===== src/rtl/ex_stage_module.sv =====
// rtl/ex_stage_module.sv - ARM execute stage: Val2 shifter, ALU, NZCV, branch target, EX/MEM register
module ex_stage_module (
    input  logic        clk,
    input  logic        rst,
    input  logic        freeze,
    input  logic [31:0] pc_in,
    input  logic [3:0]  status_reg_in,
    input  logic [31:0] reg_file_out1,
    input  logic [31:0] reg_file_out2,
    input  logic [23:0] signed_immediate_in,
    input  logic [11:0] shift_operand_in,
    input  logic        is_immediate_in,
    input  logic        status_write_enable_in,
    input  logic [3:0]  execute_command_in,
    input  logic        mem_read_in,
    input  logic        mem_write_in,
    input  logic        wb_enable_in,
    input  logic        is_branch_in,
    input  logic [3:0]  dest_reg_in,
    output logic        branch_taken,
    output logic [31:0] branch_address,
    output logic [3:0]  status_out,
    output logic        status_ld,
    output logic [3:0]  ex_dest_reg,
    output logic        ex_wb_enable,
    output logic [31:0] alu_result_out,
    output logic [31:0] store_data_out,
    output logic [3:0]  dest_reg_out,
    output logic        mem_read_out,
    output logic        mem_write_out,
    output logic        wb_enable_out
);

    localparam logic [3:0] OP_MOV = 4'b0001;
    localparam logic [3:0] OP_MVN = 4'b1001;
    localparam logic [3:0] OP_ADD = 4'b0010;
    localparam logic [3:0] OP_ADC = 4'b0011;
    localparam logic [3:0] OP_SUB = 4'b0100;
    localparam logic [3:0] OP_SBC = 4'b0101;
    localparam logic [3:0] OP_AND = 4'b0110;
    localparam logic [3:0] OP_ORR = 4'b0111;
    localparam logic [3:0] OP_EOR = 4'b1000;

    logic        is_mem;
    logic [31:0] imm_val;
    logic [4:0]  rot_amt;
    logic [4:0]  shift_amt;
    logic [63:0] imm_dbl;
    logic [63:0] rm_dbl;
    logic [31:0] val2;
    logic [31:0] alu_result;
    logic [32:0] sum33;
    logic        cin;
    logic        flag_c;
    logic        flag_v;

    assign is_mem    = mem_read_in | mem_write_in;
    assign imm_val   = {24'b0, shift_operand_in[7:0]};
    assign rot_amt   = {shift_operand_in[11:8], 1'b0};
    assign shift_amt = shift_operand_in[11:7];
    // Rotates are done as a right shift of the word concatenated with itself.
    assign imm_dbl   = {imm_val, imm_val} >> rot_amt;
    assign rm_dbl    = {reg_file_out2, reg_file_out2} >> shift_amt;
    assign cin       = status_reg_in[1];

    always_comb begin
        val2 = reg_file_out2;
        if (is_mem) begin
            val2 = {20'b0, shift_operand_in};
        end else if (is_immediate_in) begin
            val2 = imm_dbl[31:0];
        end else begin
            case (shift_operand_in[6:5])
                2'b00:   val2 = reg_file_out2 << shift_amt;
                2'b01:   val2 = reg_file_out2 >> shift_amt;
                2'b10:   val2 = $unsigned($signed(reg_file_out2) >>> shift_amt);
                default: val2 = rm_dbl[31:0];
            endcase
        end
    end

    always_comb begin
        alu_result = 32'b0;
        sum33      = 33'b0;
        flag_c     = status_reg_in[1];
        flag_v     = status_reg_in[0];
        status_out = status_reg_in;
        case (execute_command_in)
            OP_MOV: alu_result = val2;
            OP_MVN: alu_result = ~val2;
            OP_AND: alu_result = reg_file_out1 & val2;
            OP_ORR: alu_result = reg_file_out1 | val2;
            OP_EOR: alu_result = reg_file_out1 ^ val2;
            OP_ADD, OP_ADC: begin
                sum33      = {1'b0, reg_file_out1} + {1'b0, val2}
                             + {32'b0, (execute_command_in == OP_ADC) & cin};
                alu_result = sum33[31:0];
                flag_c     = sum33[32];
                flag_v     = (reg_file_out1[31] == val2[31]) && (alu_result[31] != reg_file_out1[31]);
            end
            OP_SUB, OP_SBC: begin
                // Subtract as A + ~B + 1 (or + Cin), so C = 1 means no borrow.
                sum33      = {1'b0, reg_file_out1} + {1'b0, ~val2}
                             + {32'b0, (execute_command_in == OP_SUB) | cin};
                alu_result = sum33[31:0];
                flag_c     = sum33[32];
                flag_v     = (reg_file_out1[31] != val2[31]) && (alu_result[31] != reg_file_out1[31]);
            end
            default: alu_result = 32'b0;
        endcase
        case (execute_command_in)
            OP_MOV, OP_MVN, OP_AND, OP_ORR, OP_EOR,
            OP_ADD, OP_ADC, OP_SUB, OP_SBC:
                status_out = {alu_result[31], (alu_result == 32'b0), flag_c, flag_v};
            default: status_out = status_reg_in;
        endcase
    end

    assign status_ld      = status_write_enable_in & ~freeze;
    assign branch_taken   = is_branch_in;
    assign branch_address = pc_in + {{6{signed_immediate_in[23]}}, signed_immediate_in, 2'b00};
    assign ex_dest_reg    = dest_reg_in;
    assign ex_wb_enable   = wb_enable_in;

    always_ff @(posedge clk or negedge rst) begin
        if (!rst) begin
            alu_result_out <= 32'b0;
            store_data_out <= 32'b0;
            dest_reg_out   <= 4'b0;
            mem_read_out   <= 1'b0;
            mem_write_out  <= 1'b0;
            wb_enable_out  <= 1'b0;
        end else if (!freeze) begin
            alu_result_out <= alu_result;
            store_data_out <= reg_file_out2;
            dest_reg_out   <= dest_reg_in;
            mem_read_out   <= mem_read_in;
            mem_write_out  <= mem_write_in;
            wb_enable_out  <= wb_enable_in;
        end
    end

endmodule


===== config.mk =====
export PLATFORM = sky130hd
export DESIGN_NAME = ex_stage_module
export DESIGN_NICKNAME = d
export VERILOG_FILES = /design/src/rtl/ex_stage_module.sv
export SDC_FILE = /design/constraint.sdc
export NUM_CORES = 1
export LEC_CHECK = 0
export CAP_MARGIN = 0
export CORE_UTILIZATION = 42
export DETAILED_ROUTE_END_ITERATION = 8
export PLACE_DENSITY = 0.66
export SKIP_CTS_REPAIR_TIMING = 1
export SYNTH_ARGS = -nofsm -noshare
export SYNTH_HDL_FRONTEND = slang
export SYNTH_SLANG_ARGS = --single-unit
export TNS_END_PERCENT = 30

===== constraint.sdc =====
create_clock -name clk -period 9.2 [get_ports clk]
set_input_delay 1.84 -clock clk [delete_from_list [all_inputs] [get_ports clk]]
set_output_delay 1.84 -clock clk [all_outputs]
set_load 0.005 [all_outputs]

=== After elaboration in Yosys (flattened, before gate mapping) ===
Index checks and enable logic that the tools add are counted.

* Add/subtract/negate cells: 5
* Eq/ne operators: 15
* Bitwise logic cells: 9
* Shift-type cells: 5
* Muxes and demuxes: 7
* Reductions and logical operators: 7

{| class="wikitable"
|+ Operators with widths
! kind !! count
|-
| case mux 32 bit (7 select lines) || 1
|-
| case mux 32 bit (3 select lines) || 1
|-
| adder 32 x 32 -> 33 bit || 2
|-
| adder 33 x 1 -> 33 bit || 2
|-
| two-way mux 32 bit || 2
|-
| >> shifter 64 x 5 -> 32 bit || 1
|-
| >> shifter 40 x 5 -> 32 bit || 1
|-
| adder 32 bit || 1
|-
| AND 32 bit || 1
|-
| logical NOT 32 bit || 1
|-
| NOT 32 bit || 1
|-
| bitwise OR 32 bit || 1
|-
| left shift 32 x 5 -> 32 bit || 1
|-
| >> shifter 32 x 5 -> 32 bit || 1
|-
| >>> shifter 32 x 5 -> 32 bit || 1
|-
| XOR 32 bit || 1
|-
| equality test 4 x 3 -> 1 bit, second input constant || 4
|-
| OR reduction 9 bit || 1
|-
| equality test 4 x 2 -> 1 bit, second input constant || 2
|-
| equality test 4 bit, second input constant || 2
|-
| equality test 4 x 1 -> 1 bit, second input constant || 1
|-
| two-way mux 4 bit || 1
|-
| case mux 1 bit (2 select lines) || 2
|-
| OR reduction 2 bit || 2
|-
| other kinds (9) || 14
|}

* Word-level logic and storage cells: 54
* Bits in registers: 71

=== Longest topological paths before layout ===
* Depth after elaboration: 11
* Depth in mapped cells: 26
* Mapped depth without buffers: 22

=== Worst setup path after synthesis ===
Ideal clock, no wire load.

* Path type: input port to output port
* Start point: input port shift_operand_in[7]
* End point: output port status_out[2]
* Arrival: 6852 ps
* Required time: 7360 ps
* Path slack: 508 ps
* Cell stages on the path: 23
* Cells stage by stage: buf_6 -> buf_6 -> buf_6 -> mux4_2 -> mux2_2 -> mux2i_1 -> nor3_1 -> nor3_1 -> a2111oi_0 -> nor2_1 -> ha_1 -> or3_1 -> or4_1 -> nor3_1 -> a211oi_1 -> a21oi_1 -> a211oi_1 -> o41ai_2 -> nor4_1 -> nor3_1 -> mux2i_1 -> or3_1 -> o41ai_2

* Longest elaborated chain between the ends: 10

{| class="wikitable"
|+ RTL lines
! element !! line !! source
|-
| from (decl) || 11 || <nowiki>input logic [11:0] shift_operand_in,</nowiki>
|-
| >> shifter 64 x 5 -> 32 bit, or another cell as far along || 63 || <nowiki>assign rm_dbl = {reg_file_out2, reg_file_out2} >> shift_amt;</nowiki>
|-
| case mux 32 bit (3 select lines) || 73 || <nowiki>case (shift_operand_in[6:5])</nowiki>
|-
| two-way mux 32 bit || 70 || <nowiki>end else if (is_immediate_in) begin</nowiki>
|-
| two-way mux 32 bit (*) || 68 || <nowiki>if (is_mem) begin</nowiki>
|-
| NOT 32 bit || 90, 103 ||
|-
| adder 32 x 32 -> 33 bit || 103 || <nowiki>sum33 = {1'b0, reg_file_out1} + {1'b0, ~val2}</nowiki>
|-
| adder 33 x 1 -> 33 bit || 104 || <nowiki>+ {32'b0, (execute_command_in == OP_SUB) | cin};</nowiki>
|-
| case mux 32 bit (7 select lines) (*) || 88 || <nowiki>case (execute_command_in)</nowiki>
|-
| logical NOT 32 bit (*) || 114 || <nowiki>status_out = {alu_result[31], (alu_result == 32'b0), flag_c, flag_v};</nowiki>
|-
| two-way mux 4 bit (*) || 111 || <nowiki>case (execute_command_in)</nowiki>
|-
| to (decl) || 22 || <nowiki>output logic [3:0] status_out,</nowiki>
|}

Every way passes the cells marked *; elsewhere a longest branch is shown, timed or not.

=== Worst setup path after layout ===
* Start point: input port shift_operand_in[8]
* End point: output port status_out[2]

The elaborated chain is that of the path after synthesis.

==> results <==
- The tool flagged a number of max-cap violations equal to 0.
- Summing the areas of all compound-gate instances in the mapped netlist gives 29.4% of the synthesized area.
- Pin placement for this block handled 267 I/O pins.
- The synthesized design contains 0 enable-type register cells.
- The path with the worst hold slack has its endpoint at store_data_out[30].
- The die outline width is 194 µm.
- For this run, the share of the core covered by cells in the final layout is 67.9%.
- The floorplan has 69 rows.
- The worst register-to-register path ends at store_data_out[15].
- The actual transition at the worst max-transition pin is 1.31 ns.
- The final critical path takes up 102% of the cycle.
- The fill cell instance count of the final layout is 2894.
- Setup repair after global routing could not meet its margin everywhere.
- The number of clock sinks is 71.
- The count of buffers inserted at the top-level ports is 260.
- The via count of the first global-routing pass is 19700.
- The die covers 37600 µm².
- The worst endpoint data arrival time is 7.54 ns.
- Measured against its own limit, the worst slew margin works out to 12.4%.
- The die is 194 µm tall.
- The ratio of routed vias to standard cells is 6.36.
- The Yosys step of the flow raised 0 warnings.
- After the first detailed-routing iteration, the DRC count stood at 2225.
- IR analysis of the VDD net gives a maximum drop of 101 µV.
- The share of synthesized cell area in full adder, half adder and majority cells is 10.7%.
- Of all flip-flops after synthesis, the portion carrying an async set or reset was 100%.
- The kind of end point of the critical path is a primary output.
- The critical path's most frequent cell is buf_4.
- The clock reaches the later pin of the worst-skew pair after 0.38 ns.
- The total power is 2400 µW.
- The slowest library cell on the worst path is nor4_4.
- The maximum level of the CTS H-tree is 3.
- Between clock sinks in the finished design, the worst skew comes to 0 ns.
- The critical path is of the in2out type.
- After synthesis, the largest family of logic cells by area is compound AO/OA/AOI/OAI gates.
- The count of unique library cells instantiated by Yosys is 97.
- The startpoint type of the worst setup path is an input port.
- The checks that failed: negative setup slack.
- TritonCTS built the clock tree.
- The number of clock buffers added by TritonCTS is 9.
- In the final timing run, aggregate negative setup slack is -0.203 ns.
- Detailed placement finished with a half-perimeter wire length of 66100 µm.
- Subtracting the final worst setup slack from the clock period gives 9.38 ns.
- The flow ran to the end, but the final reports show violations.
- The clock tree root buffer cell is clkbuf_16.
- The global-route wire length before repair is 122000 µm.
- The largest single stage delay on the critical path is 0.43 ns.
- Of the total synthesized cell area, the portion taken by XOR and XNOR cells is 2.83%.
- From synthesis to final layout, the design area changed by 57.8%.
- Summing every instance area after synthesis gives 15500 µm².
- The total of endpoints with negative setup slack in the final report is 2.
- Synthesis produced a netlist with a net count of 2261.
- The worst register-to-register path begins at store_data_out[15].
- The initial antenna violation count is 2.
- Cells with a size suffix above 1 make up 36.5% of the layout.
- The proportion of synthesized area in mux cells is 19.7%.
- The total area inside the core boundary comes to 35900 µm².
- For this run, the detailed router's first-pass iteration total came to 8.
- The post-CTS clock slew at the launch and capture registers of the worst setup and hold paths is 0.06 ns.
- In the synthesized netlist, the number of instances is 1979.
- The data required time at the worst endpoint is 7.36 ns.
- The wire length per cell after detailed routing is 26.2 µm.
- A synthesized cell averages 7.81 µm².
- The final count of hold timing violations is 0.
- Summed over all cells, the static leakage comes to 0.0111 µW.
- The pin count of the biggest net entering global routing is 51.
- For this configuration, the core starts out at a cell density of 43.0%.
- The most used flip-flop cell after synthesis is dfrtp_1.
- The max-slew violation count was 0.
- The wire length after detailed routing is 85100 µm.
- The worst hold path passes through 2 cells.
- Summing the sequential cell areas from Yosys gives 11.5% of the chip area.
- The remaining number of nets flagged by the antenna check after routing is 0.
- In the routed design, unresolved DRC markers number 0.
- The minimum setup slack among reg-to-reg paths is 8.37 ns.
- In the post-route analysis, the smallest setup slack over all paths is -0.178 ns.
- The final layout contains 3058 nets.
- The power density over the cells is 98.6 nW/µm².
- The share of synthesized cell area in and, or, nand and nor gates is 17.9%.
- The number of synthesized register bits is 71.
- The total via count after detailed routing is 20600.
- The total overflow left after global routing is 0.
- Global routing used 42.6% of the available tracks.
- The number of cells on the worst reg-to-reg path is 1.
- Of all nets on the critical path, the largest fanout is 5.
- Static timing analysis puts the maximum clock frequency at 107 MHz.
- At the end of routability-driven placement, the weighted congestion stood at 1.12.
- The clock passes through at most 2 buffers.
- The startpoint of the tightest hold check path is store_data_out[30].
- The class of the most critical hold timing path is reg2reg.
## metal layers
layer	wire length, µm	global-route usage (%)	share of wire [%]
met1	31000	49.4	36
met2	38200	69.5	45
met3	7930	8.92	9.3
met4	7930	31.3	9.3
met5	0	0	0
## critical path: cells and delay by family
kind                     cells  cell delay (ns)
multiplexers                 4             0.87
buffers and inverters        9             1.26
AND/OR/NAND/NOR              6             1.17
AO/OA/AOI/OAI                8             1.81
adder cells (fa/ha/maj)      2             0.56
## sequential cells by signal, indices dropped and copies added (netlist names)
signal          flops
mem_write_out       1
alu_result_out     32
mem_read_out        1
wb_enable_out       1
store_data_out     32
dest_reg_out        4
## worst max-delay path by stage
| stage | startpoint | to | slack, ns | cells past startpoint |
|---|---|---|---|---|
| final | shift_operand_in[8] | status_out[2] | -0.18 | 29 |
| after global routing | reg_file_out2[8] | status_out[2] | -0.31 | 27 |
| after CTS | reg_file_out2[14] | status_out[2] | -1.36 | 26 |
| after detailed placement | reg_file_out2[14] | status_out[2] | -1.34 | 26 |
| after global placement | reg_file_out2[9] | status_out[2] | -1.35 | 26 |
| after floorplan | shift_operand_in[7] | status_out[2] | 0.51 | 23 |
## synthesized netlist by cell type, drive strengths merged, types with 18 or more instances
cell type | n | area (µm²)
o31ai | 18 | 135
xnor2 | 41 | 359
mux2 | 91 | 1030
nand2b | 26 | 163
a211oi | 25 | 193
buf | 66 | 437
nor2b | 23 | 144
clkbuf | 85 | 319
a21o | 35 | 263
nor3 | 40 | 200
o211ai | 44 | 335
mux2i | 64 | 644
nor2 | 176 | 661
a221oi | 29 | 260
inv | 119 | 447
dfrtp | 71 | 1780
nand4 | 20 | 125
a31oi | 31 | 224
nand3 | 45 | 225
o22ai | 19 | 119
ha | 124 | 1550
nand2 | 157 | 592
mux4 | 60 | 1380
o21ai | 135 | 679
a21oi | 133 | 666
## per-stage QoR
stage | cells | setup WS, ns | hold WS [ns] | area, µm²
finish | 3244 | -0.178 | 0.483 | 24400
global route | 3243 | -0.308 | 0.518 | 24400
CTS | 3200 | -1.36 | 0.489 | 23000
detailed placement | 3184 | -1.34 | 0.473 | 22700
global placement | 3184 | -1.35 | 0.469 | 22700
floorplan | 1979 | 0.508 | 0.474 | 15500
## cell families (layout without fill, tap and decap cells)
family	count (synthesis)	in the layout
DFF	71	71
adders and majority gates	129	129
buffers and inverters	276	1078
and+or+nand+nor	583	583
muxes	215	215
other	0	2
xor gates and xnor gates	50	50
AOI/OAI and AO/OA	655	655
## where the power goes
group	internal (µW)	total, µW	switching [µW]
Clock	191	371	180
Combinational	830	1650	822
Sequential	356	380	23.8
## cell usage in the layout (no fill, tap or decap), types with 41 or more instances in the layout
master             n
mux4_2            54
mux2_2            80
nand2_1          153
o21ai_0          113
buf_4            645
dfrtp_1           71
inv_1            116
a21oi_1          121
clkdlybuf4s50_1  217
ha_1             117
nor2_1           168
xnor2_1           41
mux2i_1           53
o211ai_1          43
nand3_1           45
## final cells by class
cell class / instances / area [µm²] / area share [%]
diodes: 2 / 5.00 / 0.0205
clock buffers: 10 / 239 / 0.980
clock inverters: 6 / 43.8 / 0.180
inverters: 125 / 478 / 1.96
multi-input cells: 1632 / 13300 / 54.4
flip-flops and latches: 71 / 1780 / 7.29
well taps: 461 / 577 / 2.37
repair buffers: 937 / 8000 / 32.8
Note: power is estimated with default switching activity, not from simulation.
